$ cat config.mk
export PLATFORM = sky130hd
export DESIGN_NAME = pit_host_interface
export DESIGN_NICKNAME = d
export VERILOG_FILES = /design/src/rtl/pit_pkg.sv /design/src/rtl/pit_bus_cycle.sv /design/src/rtl/pit_host_interface.sv
export SDC_FILE = /design/constraint.sdc
export NUM_CORES = 1
export LEC_CHECK = 0
export BUFFER_PORTS_ARGS = -buffer_cell sky130_fd_sc_hd__buf_2
export CAP_MARGIN = 0
export CORE_MARGIN = 2
export CORE_UTILIZATION = 60
export CTS_BUF_LIST = sky130_fd_sc_hd__clkbuf_8
export CTS_CLUSTER_DIAMETER = 50
export DETAILED_ROUTE_END_ITERATION = 6
export PLACE_DENSITY = 0.87
export SLEW_MARGIN = 10
export SYNTH_ARGS = -nofsm -noshare
export SYNTH_HDL_FRONTEND = slang
export SYNTH_SLANG_ARGS = --single-unit
$ cat constraint.sdc
create_clock -name global_CLK -period 2.9 [get_ports global_CLK]
set_input_delay 0.435 -clock global_CLK [delete_from_list [all_inputs] [get_ports global_CLK]]
set_output_delay 0.435 -clock global_CLK [all_outputs]
set_load 0.03 [all_outputs]
$ cat src/rtl/pit_pkg.sv
// Shared encodings for the 8254 host interface: command fields, FSM states, bus-byte builders.
// Pure declarations and functions; no timing or backpressure of its own.
package pit_pkg;

    typedef enum logic [1:0] {
        OP_WRITE_COUNT = 2'b00,
        OP_READ_COUNT  = 2'b01,
        OP_READ_STATUS = 2'b10,
        OP_RSVD        = 2'b11
    } pit_op_e;

    typedef enum logic [1:0] {
        RW_NONE    = 2'b00,
        RW_LSB     = 2'b01,
        RW_MSB     = 2'b10,
        RW_LSB_MSB = 2'b11
    } pit_rw_e;

    localparam logic [1:0] PIT_CTRL_ADDR = 2'b11;

    typedef enum logic [1:0] {
        BUS_IDLE,
        BUS_SETUP,
        BUS_STROBE,
        BUS_HOLD
    } pit_bus_state_e;

    typedef enum logic [1:0] {
        HS_IDLE,
        HS_BUS,
        HS_RESP
    } pit_host_state_e;

    typedef struct packed {
        pit_op_e     op;
        logic [1:0]  sel;
        pit_rw_e     rw;
        logic [2:0]  mode;
        logic        bcd;
        logic [15:0] count;
    } pit_cmd_t;

    // hi selects the MSB lane: count byte for writes, rsp_data half for reads
    typedef struct packed {
        logic       is_read;
        logic       hi;
        logic [1:0] addr;
        logic [7:0] wdata;
    } pit_byte_t;

    function automatic logic [7:0] pit_ctrl_byte(input pit_cmd_t c);
        logic [7:0] b;
        case (c.op)
            OP_WRITE_COUNT: b = {c.sel, c.rw, c.mode, c.bcd};
            OP_READ_COUNT:  b = {c.sel, 6'b000000};
            default:        b = {2'b11, 1'b1, 1'b0, c.sel == 2'd2, c.sel == 2'd1, c.sel == 2'd0, 1'b0};
        endcase
        return b;
    endfunction

    function automatic logic [1:0] pit_num_bytes(input pit_cmd_t c);
        if (c.op == OP_READ_STATUS || c.rw != RW_LSB_MSB)
            return 2'd2;
        return 2'd3;
    endfunction

    function automatic pit_byte_t pit_cmd_byte(input pit_cmd_t c, input logic [1:0] idx);
        pit_byte_t b;
        b         = '0;
        b.hi      = (c.rw == RW_MSB) || (c.rw == RW_LSB_MSB && idx == 2'd2);
        if (idx == 2'd0) begin
            b.addr  = PIT_CTRL_ADDR;
            b.wdata = pit_ctrl_byte(c);
        end else begin
            b.addr    = c.sel;
            b.is_read = (c.op != OP_WRITE_COUNT);
            if (c.op == OP_WRITE_COUNT)
                b.wdata = b.hi ? c.count[15:8] : c.count[7:0];
        end
        return b;
    endfunction

endpackage

$ cat src/rtl/pit_bus_cycle.sv
// Single-byte 8254 bus cycle: SETUP -> STROBE -> HOLD, SETUP_CYC+STROBE_CYC+HOLD_CYC cycles per byte.
// A start on the final HOLD cycle chains the next byte with CS kept low; done pulses on that cycle.
module pit_bus_cycle
    import pit_pkg::*;
#(
    parameter int SETUP_CYC  = 1,
    parameter int STROBE_CYC = 2,
    parameter int HOLD_CYC   = 1
) (
    input  logic       clk_i,
    input  logic       rst_n_i,
    input  logic       start_i,
    input  logic       is_read_i,
    input  logic [1:0] addr_i,
    input  logic [7:0] wdata_i,
    output logic       done_o,
    output logic [7:0] rdata_o,
    output logic       cs_n_o,
    output logic       wr_n_o,
    output logic       rd_n_o,
    output logic [1:0] a_o,
    output logic [7:0] dout_o,
    output logic       doe_o,
    input  logic [7:0] din_i
);

    localparam logic [3:0] SETUP_LD  = 4'(SETUP_CYC - 1);
    localparam logic [3:0] STROBE_LD = 4'(STROBE_CYC - 1);
    localparam logic [3:0] HOLD_LD   = 4'(HOLD_CYC - 1);

    pit_bus_state_e state_q;
    logic [3:0]     cnt_q;
    logic           read_q;
    logic [7:0]     rdata_q;
    logic           cs_n_q, wr_n_q, rd_n_q, doe_q;
    logic [1:0]     a_q;
    logic [7:0]     dout_q;

    assign done_o  = (state_q == BUS_HOLD) && (cnt_q == 4'd0);
    assign rdata_o = rdata_q;
    assign cs_n_o  = cs_n_q;
    assign wr_n_o  = wr_n_q;
    assign rd_n_o  = rd_n_q;
    assign a_o     = a_q;
    assign dout_o  = dout_q;
    assign doe_o   = doe_q;

    always_ff @(posedge clk_i or negedge rst_n_i) begin
        if (!rst_n_i) begin
            state_q <= BUS_IDLE;
            cnt_q   <= 4'd0;
            read_q  <= 1'b0;
            rdata_q <= 8'h00;
            cs_n_q  <= 1'b1;
            wr_n_q  <= 1'b1;
            rd_n_q  <= 1'b1;
            a_q     <= 2'b00;
            dout_q  <= 8'h00;
            doe_q   <= 1'b0;
        end else if (start_i && (state_q == BUS_IDLE || done_o)) begin
            state_q <= BUS_SETUP;
            cnt_q   <= SETUP_LD;
            read_q  <= is_read_i;
            cs_n_q  <= 1'b0;
            a_q     <= addr_i;
            dout_q  <= wdata_i;
            doe_q   <= !is_read_i;
        end else begin
            case (state_q)
                BUS_SETUP: begin
                    if (cnt_q == 4'd0) begin
                        state_q <= BUS_STROBE;
                        cnt_q   <= STROBE_LD;
                        wr_n_q  <= read_q;
                        rd_n_q  <= !read_q;
                    end else begin
                        cnt_q <= cnt_q - 4'd1;
                    end
                end
                BUS_STROBE: begin
                    if (cnt_q == 4'd0) begin
                        state_q <= BUS_HOLD;
                        cnt_q   <= HOLD_LD;
                        wr_n_q  <= 1'b1;
                        rd_n_q  <= 1'b1;
                        if (read_q)
                            rdata_q <= din_i;
                    end else begin
                        cnt_q <= cnt_q - 4'd1;
                    end
                end
                BUS_HOLD: begin
                    if (cnt_q == 4'd0) begin
                        state_q <= BUS_IDLE;
                        cs_n_q  <= 1'b1;
                        doe_q   <= 1'b0;
                    end else begin
                        cnt_q <= cnt_q - 4'd1;
                    end
                end
                default: state_q <= BUS_IDLE;
            endcase
        end
    end

endmodule

$ cat src/rtl/pit_host_interface.sv
// 8254 host command expander: one command -> 2..3 bus bytes; response 1+N*(SETUP+STROBE+HOLD) cycles after accept.
// One command in flight; cmd_ready only in IDLE, response held until rsp_ready. PIT_READBACK_EN enables READ_STATUS.
module pit_host_interface
    import pit_pkg::*;
#(
    parameter int SETUP_CYC  = 1,
    parameter int STROBE_CYC = 2,
    parameter int HOLD_CYC   = 1
) (
    input  logic        global_CLK,
    input  logic        RST_n,
    input  logic        cmd_valid,
    output logic        cmd_ready,
    input  logic [1:0]  cmd_op,
    input  logic [1:0]  cmd_sel,
    input  logic [1:0]  cmd_rw,
    input  logic [2:0]  cmd_mode,
    input  logic        cmd_bcd,
    input  logic [15:0] cmd_count,
    output logic        rsp_valid,
    input  logic        rsp_ready,
    output logic [15:0] rsp_data,
    output logic [7:0]  rsp_status,
    output logic        rsp_err,
    output logic        CS,
    output logic        WR,
    output logic        RD,
    output logic [1:0]  A,
    output logic [7:0]  data_out,
    output logic        data_oe,
    input  logic [7:0]  data_in
);

`ifdef PIT_READBACK_EN
    localparam bit READBACK_EN = 1'b1;
`else
    localparam bit READBACK_EN = 1'b0;
`endif

    function automatic logic is_illegal(input pit_cmd_t c);
        return (c.sel == 2'd3) || (c.op == OP_RSVD) ||
               (c.op != OP_READ_STATUS && c.rw == RW_NONE) ||
               (c.op == OP_READ_STATUS && !READBACK_EN);
    endfunction

    pit_host_state_e state_q;
    pit_cmd_t        cmd_q;
    logic [1:0]      idx_q;
    logic [15:0]     rsp_data_q;
    logic            rsp_err_q;

    pit_cmd_t  cmd_in;
    pit_byte_t cur_byte, next_byte;
    logic      accept, illegal_in, last_byte, bus_done, bus_start;
    logic [7:0] bus_rdata;

    always_comb begin
        cmd_in       = '0;
        cmd_in.op    = pit_op_e'(cmd_op);
        cmd_in.sel   = cmd_sel;
        cmd_in.rw    = pit_rw_e'(cmd_rw);
        cmd_in.mode  = cmd_mode;
        cmd_in.bcd   = cmd_bcd;
        cmd_in.count = cmd_count;
    end

    assign accept     = (state_q == HS_IDLE) && cmd_valid;
    assign illegal_in = is_illegal(cmd_in);
    assign last_byte  = (idx_q == pit_num_bytes(cmd_q) - 2'd1);
    assign cur_byte   = pit_cmd_byte(cmd_q, idx_q);
    assign next_byte  = accept ? pit_cmd_byte(cmd_in, 2'd0) : pit_cmd_byte(cmd_q, idx_q + 2'd1);
    assign bus_start  = (accept && !illegal_in) || (state_q == HS_BUS && bus_done && !last_byte);

    assign cmd_ready = (state_q == HS_IDLE);
    assign rsp_valid = (state_q == HS_RESP);
    assign rsp_data  = rsp_data_q;
    assign rsp_err   = rsp_err_q;

    pit_bus_cycle #(
        .SETUP_CYC (SETUP_CYC),
        .STROBE_CYC(STROBE_CYC),
        .HOLD_CYC  (HOLD_CYC)
    ) u_bus (
        .clk_i    (global_CLK),
        .rst_n_i  (RST_n),
        .start_i  (bus_start),
        .is_read_i(next_byte.is_read),
        .addr_i   (next_byte.addr),
        .wdata_i  (next_byte.wdata),
        .done_o   (bus_done),
        .rdata_o  (bus_rdata),
        .cs_n_o   (CS),
        .wr_n_o   (WR),
        .rd_n_o   (RD),
        .a_o      (A),
        .dout_o   (data_out),
        .doe_o    (data_oe),
        .din_i    (data_in)
    );

    always_ff @(posedge global_CLK or negedge RST_n) begin
        if (!RST_n) begin
            state_q    <= HS_IDLE;
            cmd_q      <= '0;
            idx_q      <= 2'd0;
            rsp_data_q <= 16'h0000;
            rsp_err_q  <= 1'b0;
        end else begin
            case (state_q)
                HS_IDLE: begin
                    if (cmd_valid) begin
                        cmd_q      <= cmd_in;
                        idx_q      <= 2'd0;
                        rsp_data_q <= 16'h0000;
                        rsp_err_q  <= illegal_in;
                        state_q    <= illegal_in ? HS_RESP : HS_BUS;
                    end
                end
                HS_BUS: begin
                    if (bus_done) begin
                        if (cur_byte.is_read && cmd_q.op == OP_READ_COUNT) begin
                            if (cur_byte.hi)
                                rsp_data_q[15:8] <= bus_rdata;
                            else
                                rsp_data_q[7:0] <= bus_rdata;
                        end
                        if (last_byte)
                            state_q <= HS_RESP;
                        else
                            idx_q <= idx_q + 2'd1;
                    end
                end
                HS_RESP: begin
                    if (rsp_ready)
                        state_q <= HS_IDLE;
                end
                default: state_q <= HS_IDLE;
            endcase
        end
    end

`ifdef PIT_READBACK_EN
    logic [7:0] status_q;

    always_ff @(posedge global_CLK or negedge RST_n) begin
        if (!RST_n)
            status_q <= 8'h00;
        else if (accept)
            status_q <= 8'h00;
        else if (state_q == HS_BUS && bus_done && cur_byte.is_read && cmd_q.op == OP_READ_STATUS)
            status_q <= bus_rdata;
    end

    assign rsp_status = status_q;
`else
    assign rsp_status = 8'h00;
`endif

endmodule

==> flow_summary.ini, run 1 <==
[placement]
port_buffers = 70
placedCellCount = 519
finalWeightedCongestion = 0.904
hpwl_mm = 5.82
place_ws_ns = 0.643

[floorplanning]
die_w_um = 83.3
io_pins = 79
die_y_um = 83.3
start_util = 0.630
dieArea_um2 = 6940
std_cell_rows = 28
core-area_um2 = 5990

[grt]
use_met1 = 0.344
grt_pass1_vias = 2910
grt_busiest_layer = met2
grt_max_degree = 77
grt_util_met3 = 0.0437
grt_use_total = 0.247
grt_first_pass_wirelength_mm = 13.6
overflow = 0
antenna_found_initial = 0
met2_usage = 0.369

[clocking]
post_cts_resized = 0
cts_hold_buf = 0
worstSkewPairLatency_ns = 0.36
post_cts_buffers = 0
cts_tree = yes
cts_made_buffers = 9
clock_sinks = 76
cts_max_path_buffers = 2
h-tree-depth = 3
cts.reportedPaths.clkPinSlew_ns = 0.08
cts_root_buffer = clkbuf_8

[detailed_routing]
drt_iter0_drc = 202
wl_mm = 8.30
drtPass1Iterations = 5
route.detailed.drc = 0
wl_per_cell_um = 15.5
ant_nets = 0
vias = 3067
avgViaCountPerCell = 5.73

[final_layout]
drive_above_1_share = 0.272
fin_cells = 535
syn_to_final_growth_pct = 14.7
nNetsFinal = 503
diodes = 0

[timing]
setup_ws_ns = 0.586
post-route-period-util = 0.798
clock_skew_ns = 0.00889
tightest_slew_ns = 0.914
rsz0062_at_grt = false
max_slew_margin = 0.391
final_max_slew_viol_count = 0
finalSetupViolations = 0
period_minus_slack_ns = 2.31
hold_viol = 0
fmax_mhz = 432
totalNegativeSetupSlack_ns = 0

[run]
maxCapViolCount = 0

[synthesis]
ys_seq_area_frac = 0.505
synth_most_common_cell = nand2_1
synthDistinctLibCells = 55
synthFlopType = dfrtp_1
synth_top_cell_area_share = 0.484
netlist_area_um2 = 3770
synth-edff-count = 0
avgSynthCellArea_um2 = 9.70
async_reset_ff_frac = 1.00
synth_common_cells = nand2_1, dfrtp_1, o21ai_0
syn_inst = 389
synth_area_leaders = dfrtp_1, nand2_1, mux2_2
ys_warn_count = 0
synth_area_leader_cell = dfrtp_1
ys_ff_latch = 76

[worst_hold_path]
holdCritPathClass = input pin to async pin

[outcome]
status = finished, final reports clean

[power_and_ir_drop]
max-vdd-ir-drop_mv = 0.780
power_leakage_nw = 2.14
power_density_nw_per_um2 = 1150

[worst_setup_path]
critPathMaxFanout = 18
arrival_ns = 2.56
path_class = register to register
startpoint_type = register
end_kind = register
crit_required_ns = 3.15
==> power by group <==
part / leakage (nW) / internal (mW) / switching (mW)
Clock: 0.0983 / 0.419 / 0.399
Sequential: 0.952 / 1.57 / 0.414
Combinational: 1.09 / 0.798 / 1.39
Total: 2.14 / 2.78 / 2.20
==> layout by cell type (no fill, tap or decap), types with 3 or more instances in the layout <==
master	count
nor4_1	3
dfstp_2	3
nor3_1	3
nor2b_1	3
ha_1	10
clkbuf_8	10
nand2b_1	4
inv_1	23
nor2_1	21
a21oi_1	7
mux2i_1	10
o22a_1	3
buf_4	5
dfrtp_1	73
buf_2	69
mux2_2	18
a32oi_1	6
nand3_1	12
conb_1	8
o21ai_0	34
nand2_1	90
==> sequential cells by signal (all words and copies together), names as in the netlist, 2 cells and up <==
signal         count
u_bus.a_o          2
rsp_data          16
u_bus.dout_o       8
cmd_q             26
u_bus.state_q      2
u_bus.rdata_o      8
u_bus.cnt_q        4
idx_q              2
state_q            2
==> final timing paths <==
check                                    start         endpoint  slack, ns  depth (start not counted)
worst max-delay path            u_bus.cnt_q[0]  u_bus.dout_o[0]       0.59                          7
worst min-delay path                     RST_n   u_bus.cnt_q[1]       0.20                          1
worst max register to register  u_bus.cnt_q[0]  u_bus.dout_o[0]       0.59                          7
worst min register to register    u_bus.wr_n_o     u_bus.wr_n_o       0.47                          2
max in group asynchronous                RST_n  u_bus.dout_o[0]       2.10                          1
min in group global_CLK          cmd_count[14]        cmd_q[14]       0.26                          3
==> per-layer routing <==
layer / up-vias / share of wire
li1: 1445 / -
met1: 1417 / 0.42
met2: 176 / 0.47
met3: 29 / 0.087
met4: 0 / 0.027
met5: - / 0
==> cell families (layout without fill, tap and decap cells) <==
logic type | after synthesis | after routing | synth area share
other cells | 1 | 8 | 0.000994
flops | 76 | 76 | 0.505
xor+xnor | 1 | 1 | 0.00232
simple gates | 149 | 149 | 0.180
mux | 29 | 29 | 0.0842
fa+ha+maj | 10 | 10 | 0.0332
buf+inv | 49 | 113 | 0.0647
compound gates | 74 | 74 | 0.129
==> cell type report <==
class | instances | area [um^2]
sequential | 76 | 1910
tap | 75 | 93.8
clock inverter | 6 | 63.8
fill | 463 | 1660
inverter | 23 | 86.3
multi-input combinational | 271 | 1660
clock buffer | 10 | 138
timing repair buffer | 74 | 383
==> stage by stage <==
| step | utilization | hold slack [ns] | power, mW | instance area [um^2] |
|---|---|---|---|---|
| finish | 0.722 | 0.199 | 4.98 | 4330 |
| CTS | 0.722 | 0.237 | 4.99 | 4330 |
| detailed placement | 0.689 | 0.461 | 4.16 | 4130 |
| global route | 0.722 | 0.267 | 5.31 | 4330 |
| global placement | 0.689 | 0.459 | 4.05 | 4130 |
| floorplan | - | 0.139 | 3.55 | 3800 |
==> critical path, cell delays in order (launching register included) <==
cell	delay (ns)
dfrtp_1	0.42
inv_1	0.13
ha_1	0.20
nor4bb_1	0.30
buf_4	0.22
o2111ai_2	0.23
nand2_4	0.31
mux2_2	0.36
(Power assumes the default switching activity.)
==> run 2: changes to the inputs <==
--- a/config.mk
+++ b/config.mk
@@ -8,11 +8,11 @@
 export BUFFER_PORTS_ARGS = -buffer_cell sky130_fd_sc_hd__buf_2
 export CAP_MARGIN = 0
 export CORE_MARGIN = 2
-export CORE_UTILIZATION = 60
+export CORE_UTILIZATION = 57
 export CTS_BUF_LIST = sky130_fd_sc_hd__clkbuf_8
 export CTS_CLUSTER_DIAMETER = 50
 export DETAILED_ROUTE_END_ITERATION = 6
-export PLACE_DENSITY = 0.87
+export PLACE_DENSITY = 0.84
 export SLEW_MARGIN = 10
 export SYNTH_ARGS = -nofsm -noshare
 export SYNTH_HDL_FRONTEND = slang
==> constraint.sdc (replaced) <==
create_clock -name global_CLK -period 2.3 [get_ports global_CLK]
set_input_delay 0.345 -clock global_CLK [delete_from_list [all_inputs] [get_ports global_CLK]]
set_output_delay 0.345 -clock global_CLK [all_outputs]
set_load 0.03 [all_outputs]
==> run 2 against run 1 <==
Compared with the run above:
- register-to-register slack got worse by 0.49 ns
- critical path depth did not move
- sequential power rose by 26%
- final area rose by 2.8%
- the run now ends with DRC left
- largest cell class unchanged
- highest routed layer unchanged
==> flow_summary.ini, run 2 (synthesized netlist as in run 1, its figures left out) <==
[outcome]
status = finished with violations
failed_checks = DRC

[placement]
placedCellCount = 528
hpwl_mm = 6.11
port_buffers = 70
finalWeightedCongestion = 0.852

[final_layout]
fin_cells = 546
syn_to_final_growth_pct = 17.8
final_common_cell = nand2_1
fill_cells = 476
nNetsFinal = 512
largest_reg_flops = 26
largest-register = cmd_q
diodes = 0
drive_above_1_share = 0.286
final_cell_mix = nand2_1, dfrtp_1, buf_2, o21ai_0, inv_1

[floorplanning]
start_util = 0.591
core-area_um2 = 6390
io_pins = 79
dieArea_um2 = 7290
std_cell_rows = 29
die_y_um = 85.4
die_w_um = 85.4

[detailed_routing]
vias = 3038
drt_iter0_drc = 156
wl_mm = 8.39
avgViaCountPerCell = 5.56
route.detailed.drc = 1
wl_per_cell_um = 15.4
ant_nets = 0
drtPass1Iterations = 7

[clocking]
cts_tree = yes
cts.reportedPaths.clkPinSlew_ns = 0.08
h-tree-depth = 3
cts_made_buffers = 9
cts_hold_buf = 0
cts_max_path_buffers = 2
worstSkewPairLatency_ns = 0.35
cts_root_buffer = clkbuf_8
clock_sinks = 76

[worst_setup_path]
rr_worst_depth = 7
path_class = register to register
crit_required_ns = 2.54
crit_slowest_cell = dfrtp_1
r2r-start = u_bus.cnt_q[0]
r2r_slack_ns = 0.09
reg2reg_to = u_bus.dout_o[5]
max_stage_delay_ns = 0.42
critPathMaxFanout = 15
crit_family = simple AND/OR/NAND/NOR gates
crit_chain = inv_1 -> ha_1 -> nor4bb_1 -> buf_4 -> o2111ai_2 -> nand2_4 -> mux2_2
startpoint_type = register
path_buf_inv = 2
arrival_ns = 2.44
end_kind = register

[worst_hold_path]
holdCritPathClass = input pin to async pin

[power_and_ir_drop]
max-vdd-ir-drop_mv = 0.869
internal-power_mw = 3.75
power_mw = 6.53
clockPowerShare = 0.182
power_density_nw_per_um2 = 1470
switching_share = 0.425
power_switching_mw = 2.77
power_leakage_nw = 2.22
pwr-share-seq = 0.381
p_comb_frac = 0.437

[timing]
period_minus_slack_ns = 2.21
whs_ns = 0.0175
totalNegativeSetupSlack_ns = 0
post-route-period-util = 0.959
hold_viol = 0
clock_skew_ns = 0.00563
fmax_mhz = 453
max_slew_margin = 0.641
tightest_slew_ns = 0.538
rsz0062_at_grt = false
final_max_slew_viol_count = 0
finalSetupViolations = 0

[grt]
grt_max_degree = 44
grt_use_total = 0.250
grt_first_pass_wirelength_mm = 14.3
antenna_found_initial = 0
grt_pass1_vias = 3002
overflow = 0

[run]
maxCapViolCount = 0
## run 2: cell types whose count changed in the layout (fill, tap and decap cells not counted), sizes merged
cell / delta
clkinv: -1
clkinvlp: -2
buf: +9
clkbuf: -1
inv: +2
bufinv: +2
## run 2: worst max-delay path by stage
stage,from,endpoint,depth (start not counted)
after global placement,u_bus.cnt_q[0],u_bus.dout_o[5],7
after CTS,u_bus.cnt_q[0],u_bus.dout_o[5],7
final,u_bus.cnt_q[0],u_bus.dout_o[5],7
after global routing,u_bus.cnt_q[0],u_bus.read_q,7
after floorplan,u_bus.cnt_q[0],u_bus.dout_o[6],8
after detailed placement,u_bus.cnt_q[0],u_bus.read_q,7
## run 2: routing by layer
layer	up-vias	part of all wire	GRT usage	wire length, um
li1	1461	-	-	-
met1	1440	0.45	0.349	3750
met3	16	0.064	0.0535	537
met4	0	0.020	0.111	166
met5	-	0	0	0
met2	121	0.47	0.380	3940
## run 2: layout make-up
class                   count  area (um^2)  area share
clock buffers               9          124      0.0279
clock inverters             7          108      0.0242
multi-input cells         271         1670       0.375
flip-flops and latches     76         1910       0.429
well taps                  77         96.3      0.0217
repair buffers             83          460       0.104
inverters                  23         86.3      0.0194
## run 2: power groups by stage
stage / sequential (mW) / combinational, mW / clock (mW)
detailed placement: 2.49 / 2.82 / 0
CTS: 2.47 / 2.84 / 1.21
floorplan: 2.81 / 1.66 / 0
global placement: 2.46 / 2.71 / 0
finish: 2.49 / 2.85 / 1.19
global route: 2.57 / 3.14 / 1.27
## run 2: metrics by stage
| stage | setup slack [ns] | utilization | instance area, um^2 |
|---|---|---|---|
| 2_1_floorplan | 0.324 | - | 3800 |
| 3_3_place_gp | 0.224 | 0.654 | 4180 |
| 3_5_place_dp | 0.104 | 0.654 | 4180 |
| 4_1_cts | 0.0821 | 0.690 | 4410 |
| 5_1_grt | 0.0125 | 0.696 | 4450 |
| 6_report | 0.0934 | 0.696 | 4450 |
## run 2: worst reg2reg max path: stages (launching register included)
cell,delay [ns]
dfrtp_1,0.42
inv_1,0.11
ha_1,0.19
nor4bb_1,0.30
buf_4,0.22
o2111ai_2,0.21
nand2_4,0.27
mux2_2,0.37
## run 2: timing repair
action                     CTS  global route
setup buffers                0             2
setup endpoints to repair    0             9
hold endpoints to repair     0             0
gates resized for setup      0             3
